`src/rtl/spi_pkg.sv`:
```
// -----------------------------------------------------------------------------
// spi_pkg
// Shared types and constants for the SPI slave front end of the SPI-to-RAM path.
//   - FRAME_W_DEF / DATA_W_DEF : default command-word and read-data widths
//   - CMD_*                    : 2-bit command codes carried in payload[9:8]
//   - spi_state_t              : receive FSM states
// Optional feature macro used by importers: SPI_CMD_CHECK_EN
// -----------------------------------------------------------------------------
package spi_pkg;

    localparam int FRAME_W_DEF = 10;
    localparam int DATA_W_DEF  = 8;

    localparam logic [1:0] CMD_WR_ADDR = 2'b00;
    localparam logic [1:0] CMD_WR_DATA = 2'b01;
    localparam logic [1:0] CMD_RD_ADDR = 2'b10;
    localparam logic [1:0] CMD_RD_DATA = 2'b11;

    typedef enum logic [2:0] {
        IDLE,
        CHK_CMD,
        WRITE,
        READ_ADD,
        READ_DATA
    } spi_state_t;

endpackage

```
`src/rtl/spi_slave_if.sv`:
```
// -----------------------------------------------------------------------------
// spi_slave_if
// Bundles the serial pins and the RAM-side word interface of spi_slave.
//   SS_n, MOSI, MISO   : serial link (SCK is the system clock)
//   rx_data, rx_valid  : assembled command word towards the RAM controller
//   tx_data, tx_valid  : read data returned by the RAM controller
//   cmd_err            : command check error strobe (SPI_CMD_CHECK_EN only)
// Modports: slave (the SPI slave block), master (its environment).
// -----------------------------------------------------------------------------
interface spi_slave_if
    import spi_pkg::*;
#(
    parameter int FRAME_W = FRAME_W_DEF,
    parameter int DATA_W  = DATA_W_DEF
);
    logic               SS_n;
    logic               MOSI;
    logic               MISO;
    logic [FRAME_W-1:0] rx_data;
    logic               rx_valid;
    logic [DATA_W-1:0]  tx_data;
    logic               tx_valid;
    logic               cmd_err;

    modport slave (
        input  SS_n, MOSI, tx_data, tx_valid,
        output MISO, rx_data, rx_valid, cmd_err
    );

    modport master (
        output SS_n, MOSI, tx_data, tx_valid,
        input  MISO, rx_data, rx_valid, cmd_err
    );
endinterface

```
`src/rtl/spi_miso_shifter.sv`:
```
// -----------------------------------------------------------------------------
// spi_miso_shifter
// Parallel-load, MSB-first serialiser for read data on MISO.
//   clk, rst_n : clock, synchronous active-low reset
//   clear      : synchronous abort (slave deselected); drops MISO to 0
//   load       : capture din and drive din[MSB] on the same edge
//   din        : read data word
//   miso       : serial output, 0 whenever idle
//   done       : one-cycle pulse on the edge MISO returns to 0 after the LSB
// -----------------------------------------------------------------------------
module spi_miso_shifter #(
    parameter int DATA_W = 8
) (
    input  logic              clk,
    input  logic              rst_n,
    input  logic              clear,
    input  logic              load,
    input  logic [DATA_W-1:0] din,
    output logic              miso,
    output logic              done
);
    localparam int CNT_W = $clog2(DATA_W);

    // Only the bits still to be sent are kept; the MSB goes out at load time.
    logic [DATA_W-2:0] shift_reg;
    logic [CNT_W-1:0]  cnt_reg;
    logic              busy_reg;
    logic              miso_reg;
    logic              done_reg;

    always_ff @(posedge clk) begin
        if (!rst_n || clear) begin
            shift_reg <= '0;
            cnt_reg   <= '0;
            busy_reg  <= 1'b0;
            miso_reg  <= 1'b0;
            done_reg  <= 1'b0;
        end else begin
            done_reg <= 1'b0;
            if (load && !busy_reg) begin
                miso_reg  <= din[DATA_W-1];
                shift_reg <= din[DATA_W-2:0];
                cnt_reg   <= CNT_W'(DATA_W-1);
                busy_reg  <= 1'b1;
            end else if (busy_reg) begin
                if (cnt_reg != '0) begin
                    miso_reg  <= shift_reg[DATA_W-2];
                    shift_reg <= {shift_reg[DATA_W-3:0], 1'b0};
                    cnt_reg   <= cnt_reg - CNT_W'(1);
                end else begin
                    // LSB has had its full bit time; return the line to 0.
                    miso_reg <= 1'b0;
                    busy_reg <= 1'b0;
                    done_reg <= 1'b1;
                end
            end
        end
    end

    assign miso = miso_reg;
    assign done = done_reg;
endmodule

```
`src/rtl/spi_slave.sv`:
```
// -----------------------------------------------------------------------------
// spi_slave
// SPI slave front end: receives {select bit, FRAME_W payload bits} MSB first
// while SS_n is low, presents the payload as a command word (rx_data with a
// one-cycle rx_valid), and serialises RAM read data (tx_data/tx_valid) onto
// MISO after a read-data frame. A read-data frame is only possible after a
// read-address frame has set the internal rd_addr_flag.
//   clk   : system clock, doubles as SCK (rising edge)
//   rst_n : synchronous active-low reset
//   bus   : spi_slave_if.slave (SS_n, MOSI, MISO, rx_data, rx_valid,
//           tx_data, tx_valid, cmd_err)
// Optional: define SPI_CMD_CHECK_EN to reject words whose payload[9:8] does
// not match the path selected; rejected words raise cmd_err instead of
// rx_valid. Without it cmd_err is tied low.
// -----------------------------------------------------------------------------
module spi_slave
    import spi_pkg::*;
#(
    parameter int FRAME_W = FRAME_W_DEF,
    parameter int DATA_W  = DATA_W_DEF
) (
    input  logic        clk,
    input  logic        rst_n,
    spi_slave_if.slave  bus
);
    localparam int CNT_W = $clog2(FRAME_W + 1);

    spi_state_t         state_reg, state_next;
    logic [CNT_W-1:0]   bit_cnt_reg;
    logic [FRAME_W-2:0] rx_shift_reg;
    logic [FRAME_W-1:0] rx_data_reg;
    logic               rx_valid_reg;
    logic               rd_addr_flag_reg;
    logic               rd_armed_reg;      // read-data word accepted, waiting for tx_valid

    logic               in_payload;
    logic               frame_last;
    logic               cmd_ok;
    logic [FRAME_W-1:0] word_next;
    logic               miso_load;
    logic               miso_done;
    logic               miso_bit;

    assign in_payload = (state_reg == WRITE) || (state_reg == READ_ADD) ||
                        (state_reg == READ_DATA);
    // Edge on which the last payload bit arrives; the counter stops at FRAME_W
    // so trailing bits with SS_n still low never re-trigger this.
    assign frame_last = in_payload && !bus.SS_n &&
                        (bit_cnt_reg == CNT_W'(FRAME_W - 1));
    assign word_next  = {rx_shift_reg, bus.MOSI};

`ifdef SPI_CMD_CHECK_EN
    logic [1:0] cmd_code;
    logic       cmd_err_reg;

    assign cmd_code = word_next[FRAME_W-1 -: 2];

    always_comb begin
        cmd_ok = 1'b0;
        case (state_reg)
            WRITE:     cmd_ok = (cmd_code == CMD_WR_ADDR) || (cmd_code == CMD_WR_DATA);
            READ_ADD:  cmd_ok = (cmd_code == CMD_RD_ADDR);
            READ_DATA: cmd_ok = (cmd_code == CMD_RD_DATA);
            default:   cmd_ok = 1'b0;
        endcase
    end

    always_ff @(posedge clk) begin
        if (!rst_n) begin
            cmd_err_reg <= 1'b0;
        end else begin
            cmd_err_reg <= frame_last && !cmd_ok;
        end
    end

    assign bus.cmd_err = cmd_err_reg;
`else
    assign cmd_ok      = 1'b1;
    assign bus.cmd_err = 1'b0;
`endif

    // Next-state logic
    always_comb begin
        state_next = state_reg;
        case (state_reg)
            IDLE: begin
                if (!bus.SS_n) state_next = CHK_CMD;
            end
            CHK_CMD: begin
                if (bus.SS_n)              state_next = IDLE;
                else if (!bus.MOSI)        state_next = WRITE;
                else if (rd_addr_flag_reg) state_next = READ_DATA;
                else                       state_next = READ_ADD;
            end
            WRITE, READ_ADD, READ_DATA: begin
                if (bus.SS_n) state_next = IDLE;
            end
            default: state_next = IDLE;
        endcase
    end

    always_ff @(posedge clk) begin
        if (!rst_n) begin
            state_reg <= IDLE;
        end else begin
            state_reg <= state_next;
        end
    end

    // Receive datapath, word strobe and read bookkeeping
    always_ff @(posedge clk) begin
        if (!rst_n) begin
            bit_cnt_reg      <= '0;
            rx_shift_reg     <= '0;
            rx_data_reg      <= '0;
            rx_valid_reg     <= 1'b0;
            rd_addr_flag_reg <= 1'b0;
            rd_armed_reg     <= 1'b0;
        end else begin
            rx_valid_reg <= frame_last && cmd_ok;

            if (bus.SS_n) begin
                bit_cnt_reg <= '0;
            end else if (in_payload && (bit_cnt_reg != CNT_W'(FRAME_W))) begin
                rx_shift_reg <= word_next[FRAME_W-2:0];
                bit_cnt_reg  <= bit_cnt_reg + CNT_W'(1);
            end

            if (frame_last && cmd_ok) begin
                rx_data_reg <= word_next;
                if (state_reg == READ_ADD) rd_addr_flag_reg <= 1'b1;
            end

            if (bus.SS_n || miso_load) begin
                rd_armed_reg <= 1'b0;
            end else if (frame_last && cmd_ok && (state_reg == READ_DATA)) begin
                rd_armed_reg <= 1'b1;
            end

            // The address is consumed only by a complete readout.
            if (miso_done) rd_addr_flag_reg <= 1'b0;
        end
    end

    assign miso_load = rd_armed_reg && bus.tx_valid && !bus.SS_n;

    spi_miso_shifter #(
        .DATA_W (DATA_W)
    ) u_miso_shifter (
        .clk   (clk),
        .rst_n (rst_n),
        .clear (bus.SS_n),
        .load  (miso_load),
        .din   (bus.tx_data),
        .miso  (miso_bit),
        .done  (miso_done)
    );

    assign bus.MISO     = miso_bit;
    assign bus.rx_data  = rx_data_reg;
    assign bus.rx_valid = rx_valid_reg;
endmodule

```
`src/flat_wrapper.sv`:
```
// flat-port wrapper written by rule: the top's interface ports become plain ports
module spi_slave_flat import spi_pkg::*;
#(
    parameter int FRAME_W = FRAME_W_DEF,
    parameter int DATA_W  = DATA_W_DEF
)
  (clk, rst_n, bus_SS_n, bus_MOSI, bus_tx_data, bus_tx_valid, bus_MISO, bus_rx_data, bus_rx_valid, bus_cmd_err);
  spi_slave_if #(.FRAME_W(FRAME_W), .DATA_W(DATA_W)) bus_i ();
  input  logic clk;
  input  logic rst_n;
  input wire logic [$bits(bus_i.SS_n)-1:0] bus_SS_n;
  input wire logic [$bits(bus_i.MOSI)-1:0] bus_MOSI;
  input wire logic [$bits(bus_i.tx_data)-1:0] bus_tx_data;
  input wire logic [$bits(bus_i.tx_valid)-1:0] bus_tx_valid;
  output wire logic [$bits(bus_i.MISO)-1:0] bus_MISO;
  output wire logic [$bits(bus_i.rx_data)-1:0] bus_rx_data;
  output wire logic [$bits(bus_i.rx_valid)-1:0] bus_rx_valid;
  output wire logic [$bits(bus_i.cmd_err)-1:0] bus_cmd_err;
  assign bus_i.SS_n = bus_SS_n;
  assign bus_i.MOSI = bus_MOSI;
  assign bus_i.tx_data = bus_tx_data;
  assign bus_i.tx_valid = bus_tx_valid;
  assign bus_MISO = bus_i.MISO;
  assign bus_rx_data = bus_i.rx_data;
  assign bus_rx_valid = bus_i.rx_valid;
  assign bus_cmd_err = bus_i.cmd_err;
  spi_slave #(.FRAME_W(FRAME_W), .DATA_W(DATA_W)) u_core (.clk(clk), .rst_n(rst_n), .bus(bus_i));
endmodule
```
`config.mk`:
```
export PLATFORM = sky130hd
export DESIGN_NAME = spi_slave_flat
export DESIGN_NICKNAME = d
export VERILOG_FILES = /design/src/rtl/spi_pkg.sv /design/src/rtl/spi_slave_if.sv /design/src/rtl/spi_miso_shifter.sv /design/src/rtl/spi_slave.sv /design/src/flat_wrapper.sv
export SDC_FILE = /design/constraint.sdc
export NUM_CORES = 1
export LEC_CHECK = 0
export ABC_AREA = 0
export BUFFER_PORTS_ARGS = -buffer_cell sky130_fd_sc_hd__buf_4
export CAP_MARGIN = 20
export CORE_ASPECT_RATIO = 2
export CORE_MARGIN = 2
export CORE_UTILIZATION = 45
export CTS_CLUSTER_SIZE = 25
export DETAILED_ROUTE_END_ITERATION = 16
export GPL_TIMING_DRIVEN = 0
export PLACE_DENSITY = 0.71
export SYNTH_ARGS = -nofsm -noshare
export SYNTH_HDL_FRONTEND = slang
export SYNTH_SLANG_ARGS = --single-unit
```
`constraint.sdc`:
```
create_clock -name clk -period 1.8 [get_ports clk]
set_input_delay 0.45 -clock clk [delete_from_list [all_inputs] [get_ports clk]]
set_output_delay 0.45 -clock clk [all_outputs]
set_load 0.03 [all_outputs]
```
-- Yosys cells after proc, flatten, opt, wreduce, memory -nomap -nowiden
Cells that the tools add are included.
- register bits: 42
- bits of input ports: 13
- output and inout bits: 13
- word-level logic and storage cells: 71
- $add $sub $neg: 2
- equal/unequal tests: 8
- muxes and demuxes: 19
- bitwise operators: 3
- reduce and logical (&&, ||, !) cells: 27
- operators by type and width (operator ; number):
    two-way mux 3 bit ; 8
    two-way mux 7 bit ; 3
    one-hot mux 3 bit (3 select lines) ; 1
    AND reduction 2 bit ; 4
    logical AND 1 bit ; 7
    two-way mux 1 bit ; 7
    == test 3 x 2 -> 1 bit, second input constant ; 2
    OR reduction 2 bit ; 3
    OR reduction 3 bit ; 2
    adder 4 x 1 -> 4 bit, second input constant ; 1
    == test 4 bit, second input constant ; 1
    logical OR 1 bit ; 4
    != test 2 bit, second input constant ; 2
    != test 4 bit, second input constant ; 1
    nonzero test 2 bit ; 2
    == test 3 x 1 -> 1 bit, second input constant ; 1
    == test 3 bit, second input constant ; 1
    logical NOT 1 bit ; 3
    logical NOT 3 bit ; 1
    inverter 1 bit ; 3
    nonzero test 3 bit ; 1
    subtractor 3 x 1 -> 3 bit, second input constant ; 1

-- Logic depth before layout (Yosys ltp)
Gate-level depths: netlist of run 1.
- word-level depth: 6
- mapped depth: 6
- depth with buffers taken out: 5

-- Hierarchy
A second synthesis of run 1 with hierarchy kept.
- cells, all modules: 191
- area total of the unflattened synthesis: 1883.1 µm²
- by module, submodules not included (module ; times used ; cells each ; area an instance (µm²)):
    spi_slave ; 1 ; 123 ; 1233.7
    spi_miso_shifter ; 1 ; 68 ; 649.4

-- Worst setup path before layout of run 1
Ideal clock, no wire load.
- path type: reg2reg
- from: register u_core.state_reg[2]
- to: register u_core.bit_cnt_reg[1]
- setup time: 121 ps
- data arrival time: 1398 ps
- setup slack: 281 ps
- cell stages (with the launch flop): 5
- path buffers: 1
- cell sequence: dfxtp_1 -> or3b_1 -> buf_6 -> a21oi_1 -> mux2_2
- word-level cells in the longest chain between the ends: 4
- elaborated cells on any way between the ends: 6
- RTL lines (element ; RTL line ; RTL):
    from (decl) ; spi_slave.sv:28 ; spi_state_t state_reg, state_next;
    from (signal assigned) ; spi_slave.sv:106 ; state_reg <= state_next;
    == test 3 x 2 -> 1 bit ; spi_slave.sv:44 ; assign in_payload = (state_reg == WRITE) || (state_reg == READ_ADD) ||
    logical OR 1 bit ; spi_slave.sv:44 ;
    logical OR 1 bit (*) ; spi_slave.sv:44 ;
    logical AND 1 bit (*) ; spi_slave.sv:124 ; end else if (in_payload && (bit_cnt_reg != CNT_W'(FRAME_W))) begin
    to (signal assigned) ; spi_slave.sv:126 ; bit_cnt_reg <= bit_cnt_reg + CNT_W'(1);
    to (decl) ; spi_slave.sv:29 ; logic [CNT_W-1:0] bit_cnt_reg;
Mark *: on every way between the ends. The rest lies on a longest branch, timed or not.
A chain may end at the register's enable or synchronous reset.

-- Worst setup path in the final report of run 1
Same ends and word-level chain as after synthesis.

==> results.yml, run 1 <==
grt:
  grt_pass1_vias: 1450
  gr-total-overflow: 0
  grt_pass1_wl_um: 6190
  grtUsageTotal: 0.173
  grt_max_degree: 13
  antenna_found_initial: 0
min_path:
  min_to: "u_core.rd_addr_flag_reg$_SDFFE_PP0P_"
  worstHoldPathCells: 1
  holdCritPathClass: "register to register"
  hold_path.startpoint: "u_core.u_miso_shifter.done$_SDFF_PP0_"
clock_network:
  cts_resized: 0
  htreeDepth: 2
  post_cts_buffers: 0
  clock_latency_ns: 0.29
  cts_sinks: 42
  hold_buffers: 0
  cts_buffers: 5
  cts.path.max_buffers: 2
  cts-root-buf: "clkbuf_8"
  clkTransAtPathRegs_ns: 0.08
  cts_tree: "done"
power_and_ir_drop:
  vdd_ir_drop_max_uv: 596
  p_switching_uw: 351
  powerDensity_nw_per_um2: 751
  pwr-share-comb: 0.043
  p_int_uw: 1270
  clockPowerShare: 0.381
  p_sw_frac: 0.216
  power_frac_seq: 0.576
  leakage_uw: 0.000765
synth:
  seq_area_frac_synth: 0.460
  syn_inst: 190
  synth_cell_types: 40
  syn_area_sq_um: 1830
  synth_edf_count: 0
  synth.area.top_cells: "dfxtp_1, mux2i_1, nand2_1, a21oi_1, ha_1"
  syn_nets: 208
  synth_top_area_cell: "dfxtp_1"
  yosysTopAreaCellShare: 0.460
  synth_seq_cells: 42
  synth_top_flop_cell: "dfxtp_1"
  synthArstFlopShare: 0
  avgSynthCellArea_sq_um: 9.61
  ys_warn_count: 0
route:
  wl_per_cell_um: 13.0
  drtAntennaViolNets: 0
  drc: 0
  drt-met1-wl_um: 1280
  routed.top_layer: "met4"
  drt-initial-drc-count: 13
  dr_wl_met3_um: 118
  wl_um: 3550
  dr.pass1.iters: 6
  vias: 1452
  met2_length_um: 2090
  via_per_inst: 5.32
job:
  maxCapViolCount: 0
floorplanning:
  initial_core_util: 0.470
  die_w_um: 49.1
  rows: 32
  die_h_um: 94.1
  core_area_sq_um: 3880
  io_pins: 26
  dieArea_sq_um: 4620
setup_path:
  reg2reg_depth: 4
  critical_path_class: "register to register"
  start_kind: "register"
  path_max_fanout: 7
  cp-end-kind: "register"
  rrSetupSlack_ns: 0.13
  cp.required_ns: 1.99
  r2r_start: "u_core.state_reg[2]$_SDFFE_PN0P_"
  cp_cell_sequence: "or3b_1, buf_6, a21oi_1, mux2_2"
  path_buf_inv: 1
  arrival_ns: 1.86
  max_stage_delay_ns: 0.43
  r2r-end: "u_core.bit_cnt_reg[1]$_SDFFE_PP0P_"
  critical_path.top_delay_family: "flip-flops"
  cp_slowest_cell: "dfxtp_1"
layout:
  fin_cells: 273
  nets: 239
  area_growth_pct: 18.4
  final_util: 0.557
  diodes: 0
  largest_register_ffs: 10
  drive_above_1_share: 0.171
sta:
  fin_tns_setup_ns: 0
  fin_crit_ns: 1.67
  rsz0062_at_grt: "false"
  clock.fmax_mhz: 597
  timing.final.crit_share: 0.930
  final_hold_viol_count: 0
  slew_viol_final: 0
  setup_viol: 0
  finalWorstSetupSlack_ns: 0.126
  hold_slack_ns: 0.398
  skew_ns: 0.00403
run_status:
  status: "complete, no violations"
placement:
  place.gp.congestion: 0.701
  dpl.hpwl_um: 2770
  place_inst: 265
  portBuffers: 24
  pre_cts_ws_ns: 0.143
[cell usage in the layout, fill, tap and decap left out, types with 2 or more instances in the layout]
cell and n:
dfxtp_1 42, nor2_1 4, nand4bb_1 2, buf_6 3, a211oi_1 2, nor2b_1 3
nor3_1 4, o211ai_1 7, o31ai_1 2, nand2b_1 5, clkbuf_8 6, buf_4 25
clkbuf_1 10, a32oi_1 6, ha_1 5, mux2i_1 23, a21oi_1 15, inv_1 8
nand2_1 27
[cell usage after synthesis, drive strengths merged (2+ instances only)]
cell / count
nor2: 4
mux2i: 23
nor2b: 3
buf: 5
ha: 5
nand2: 27
o211ai: 7
a211oi: 3
clkbuf: 9
a32oi: 6
a21oi: 16
nand4bb: 2
dfxtp: 42
nand2b: 5
nor3: 4
o31ai: 2
inv: 8
[area by class of cell]
type	count	area, sq um
Multi-Input combinational cell	125	873
Fill cell	386	1720
Timing Repair Buffer	24	180
Buffer	14	78.8
Inverter	9	33.8
Clock buffer	7	86.3
Sequential cell	42	841
Clock inverter	1	5.00
Tap cell	51	63.8
[through the flow]
step / power, uW / instance area (sq um)
5_1_grt: 1670 / 2160
4_1_cts: 1640 / 2160
3_5_place_dp: 1030 / 2070
3_3_place_gp: 1030 / 2070
2_1_floorplan: 992 / 1830
6_report: 1620 / 2160
[metal layers]
layer	GRT usage	vias up
met5	0	-
met4	0.0714	0
met3	0.0334	7
met2	0.362	33
met1	0.151	684
li1	-	728
[cells by family after synthesis]
kind of cell | after synthesis | synth area share
fa+ha+maj | 5 | 0.0342
buf+inv | 23 | 0.0616
compound gates | 40 | 0.155
mux | 24 | 0.132
flops | 42 | 0.460
other cells | 1 | 0.00205
simple gates | 55 | 0.155
[power by group through the flow]
stage	clock (uW)	combinational (uW)	sequential [uW]
2_1_floorplan	0	35.9	956
6_report	619	69.3	935
3_3_place_gp	0	69.2	957
5_1_grt	662	76.9	935
3_5_place_dp	0	69.3	957
4_1_cts	636	69.5	935
[worst max-delay path by stage]
stage,start,end,cells after the start
2_1_floorplan,u_core.state_reg[2]$_SDFFE_PN0P_,u_core.bit_cnt_reg[1]$_SDFFE_PP0P_,4
6_report,u_core.state_reg[2]$_SDFFE_PN0P_,u_core.bit_cnt_reg[1]$_SDFFE_PP0P_,4
3_3_place_gp,bus_SS_n,u_core.u_miso_shifter.shift_reg[5]$_SDFFE_PP0P_,5
3_5_place_dp,bus_SS_n,u_core.u_miso_shifter.busy_reg$_SDFF_PP0_,5
4_1_cts,u_core.state_reg[2]$_SDFFE_PN0P_,u_core.bit_cnt_reg[1]$_SDFFE_PP0P_,4
5_1_grt,u_core.state_reg[2]$_SDFFE_PN0P_,u_core.rx_shift_reg[5]$_SDFFE_PN0P_,5
Power figures use the tool's default switching activity.
==> run 2: changes to the inputs <==
PLACE_DENSITY = not set   (was 0.71)
PLACE_DENSITY_LB_ADDON = 0.12   (was not set)
==> run 2 against run 1 <==
Compared with the run above:
- critical path depth did not move
- first-iteration DRC count grew to 2.7 times the previous value
- critical endpoint unchanged
- wire length rose by 7.7%
- power grew 0.26%
- fmax is 0.90% lower
- cell count unchanged
==> results.yml, run 2 (same netlist as run 1, synthesis figures left out) <==
placement:
  portBuffers: 24
  place.gp.congestion: 0.692
  dpl.hpwl_um: 2960
route:
  dr.pass1.iters: 4
  wl_per_cell_um: 14.0
  via_per_inst: 5.34
  drt-initial-drc-count: 35
  drc: 0
  vias: 1457
  drtAntennaViolNets: 0
  wl_um: 3830
grt:
  antenna_found_initial: 0
  grt_pass1_vias: 1548
  gr-total-overflow: 0
  grtUsageTotal: 0.180
  grt_util_met2: 0.385
  grt_use_met3: 0.0287
  use_met1: 0.149
  grt_pass1_wl_um: 6500
  busiest_layer: "met2"
  grt_max_degree: 14
floorplanning:
  rows: 32
  die_h_um: 94.1
  core_area_sq_um: 3880
  io_pins: 26
  dieArea_sq_um: 4620
  die_w_um: 49.1
  initial_core_util: 0.470
clock_network:
  htreeDepth: 2
  post_cts_buffers: 0
  cts_tree: "done"
  cts-root-buf: "clkbuf_8"
  hold_buffers: 0
  cts_sinks: 42
  clock_latency_ns: 0.29
  cts_resized: 0
  cts_buffers: 5
  cts.path.max_buffers: 2
  clkTransAtPathRegs_ns: 0.08
layout:
  fillers: 361
  layout_commonest_cell: "dfxtp_1"
  diodes: 0
  nets: 239
  largest_register_ffs: 10
  drive_above_1_share: 0.176
  area_growth_pct: 18.6
  final_cell_mix: "dfxtp_1, nand2_1, buf_4"
min_path:
  holdCritPathClass: "register to register"
  worstHoldPathCells: 1
sta:
  rsz0062_at_grt: "false"
  timing.final.crit_share: 0.938
  skew_ns: 0.00601
  clock.fmax_mhz: 592
  hold_slack_ns: 0.395
  fin_crit_ns: 1.69
  setup_viol: 0
  fin_tns_setup_ns: 0
  final_hold_viol_count: 0
  slew_viol_final: 0
setup_path:
  reg2reg_depth: 4
  cp.required_ns: 1.99
  critical_path_class: "register to register"
  rrSetupSlack_ns: 0.11
  start_kind: "register"
  arrival_ns: 1.88
  cp-end-kind: "register"
  path_max_fanout: 7
run_status:
  status: "complete, no violations"
power_and_ir_drop:
  vdd_ir_drop_max_uv: 573
  powerDensity_nw_per_um2: 752
  leakage_uw: 0.000764
job:
  maxCapViolCount: 0
-- run 2: worst paths after layout --
path                                                       startpoint                                    to
worst max register to register       u_core.state_reg[2]$_SDFFE_PN0P_    u_core.bit_cnt_reg[1]$_SDFFE_PP0P_
worst min register to register  u_core.u_miso_shifter.done$_SDFF_PP0_  u_core.rd_addr_flag_reg$_SDFFE_PP0P_
worst min-delay path            u_core.u_miso_shifter.done$_SDFF_PP0_  u_core.rd_addr_flag_reg$_SDFFE_PP0P_
worst max-delay path                 u_core.state_reg[2]$_SDFFE_PN0P_    u_core.bit_cnt_reg[1]$_SDFFE_PP0P_
-- run 2: worst max-delay path: stages (launching register included) --
cell     delay, ns
dfxtp_1       0.43
or3b_1        0.38
buf_6         0.14
a21oi_1       0.26
mux2_2        0.37
-- run 2: layout make-up --
type,count,area [sq um],area share
timing repair buffer,24,180,0.0832
clock inverter,2,12.5,0.00578
tap,51,63.8,0.0295
clock buffer,6,82.6,0.0381
inverter,9,33.8,0.0156
multi-input combinational,125,873,0.403
buffer,14,78.8,0.0364
sequential,42,841,0.388
-- run 2: routing by layer --
metal	share of wire	up-vias
met3	0.023	8
met2	0.59	26
met4	0.025	0
li1	-	729
met5	0	-
met1	0.36	694
-- run 2: where the power goes --
group | internal (uW) | switching [uW]
Sequential | 931 | 3.66
Combinational | 31.8 | 39.4
Clock | 308 | 314
-- run 2: stage by stage --
step | util | instances | area (sq um) | setup WS [ns] | total power [uW]
global route | 0.558 | 273 | 2170 | 0.0613 | 1690
finish | 0.558 | 273 | 2170 | 0.111 | 1630
global placement | 0.533 | 265 | 2070 | 0.168 | 1030
floorplan | - | 190 | 1830 | 0.281 | 992
CTS | 0.558 | 273 | 2170 | 0.125 | 1650
detailed placement | 0.533 | 265 | 2070 | 0.142 | 1030
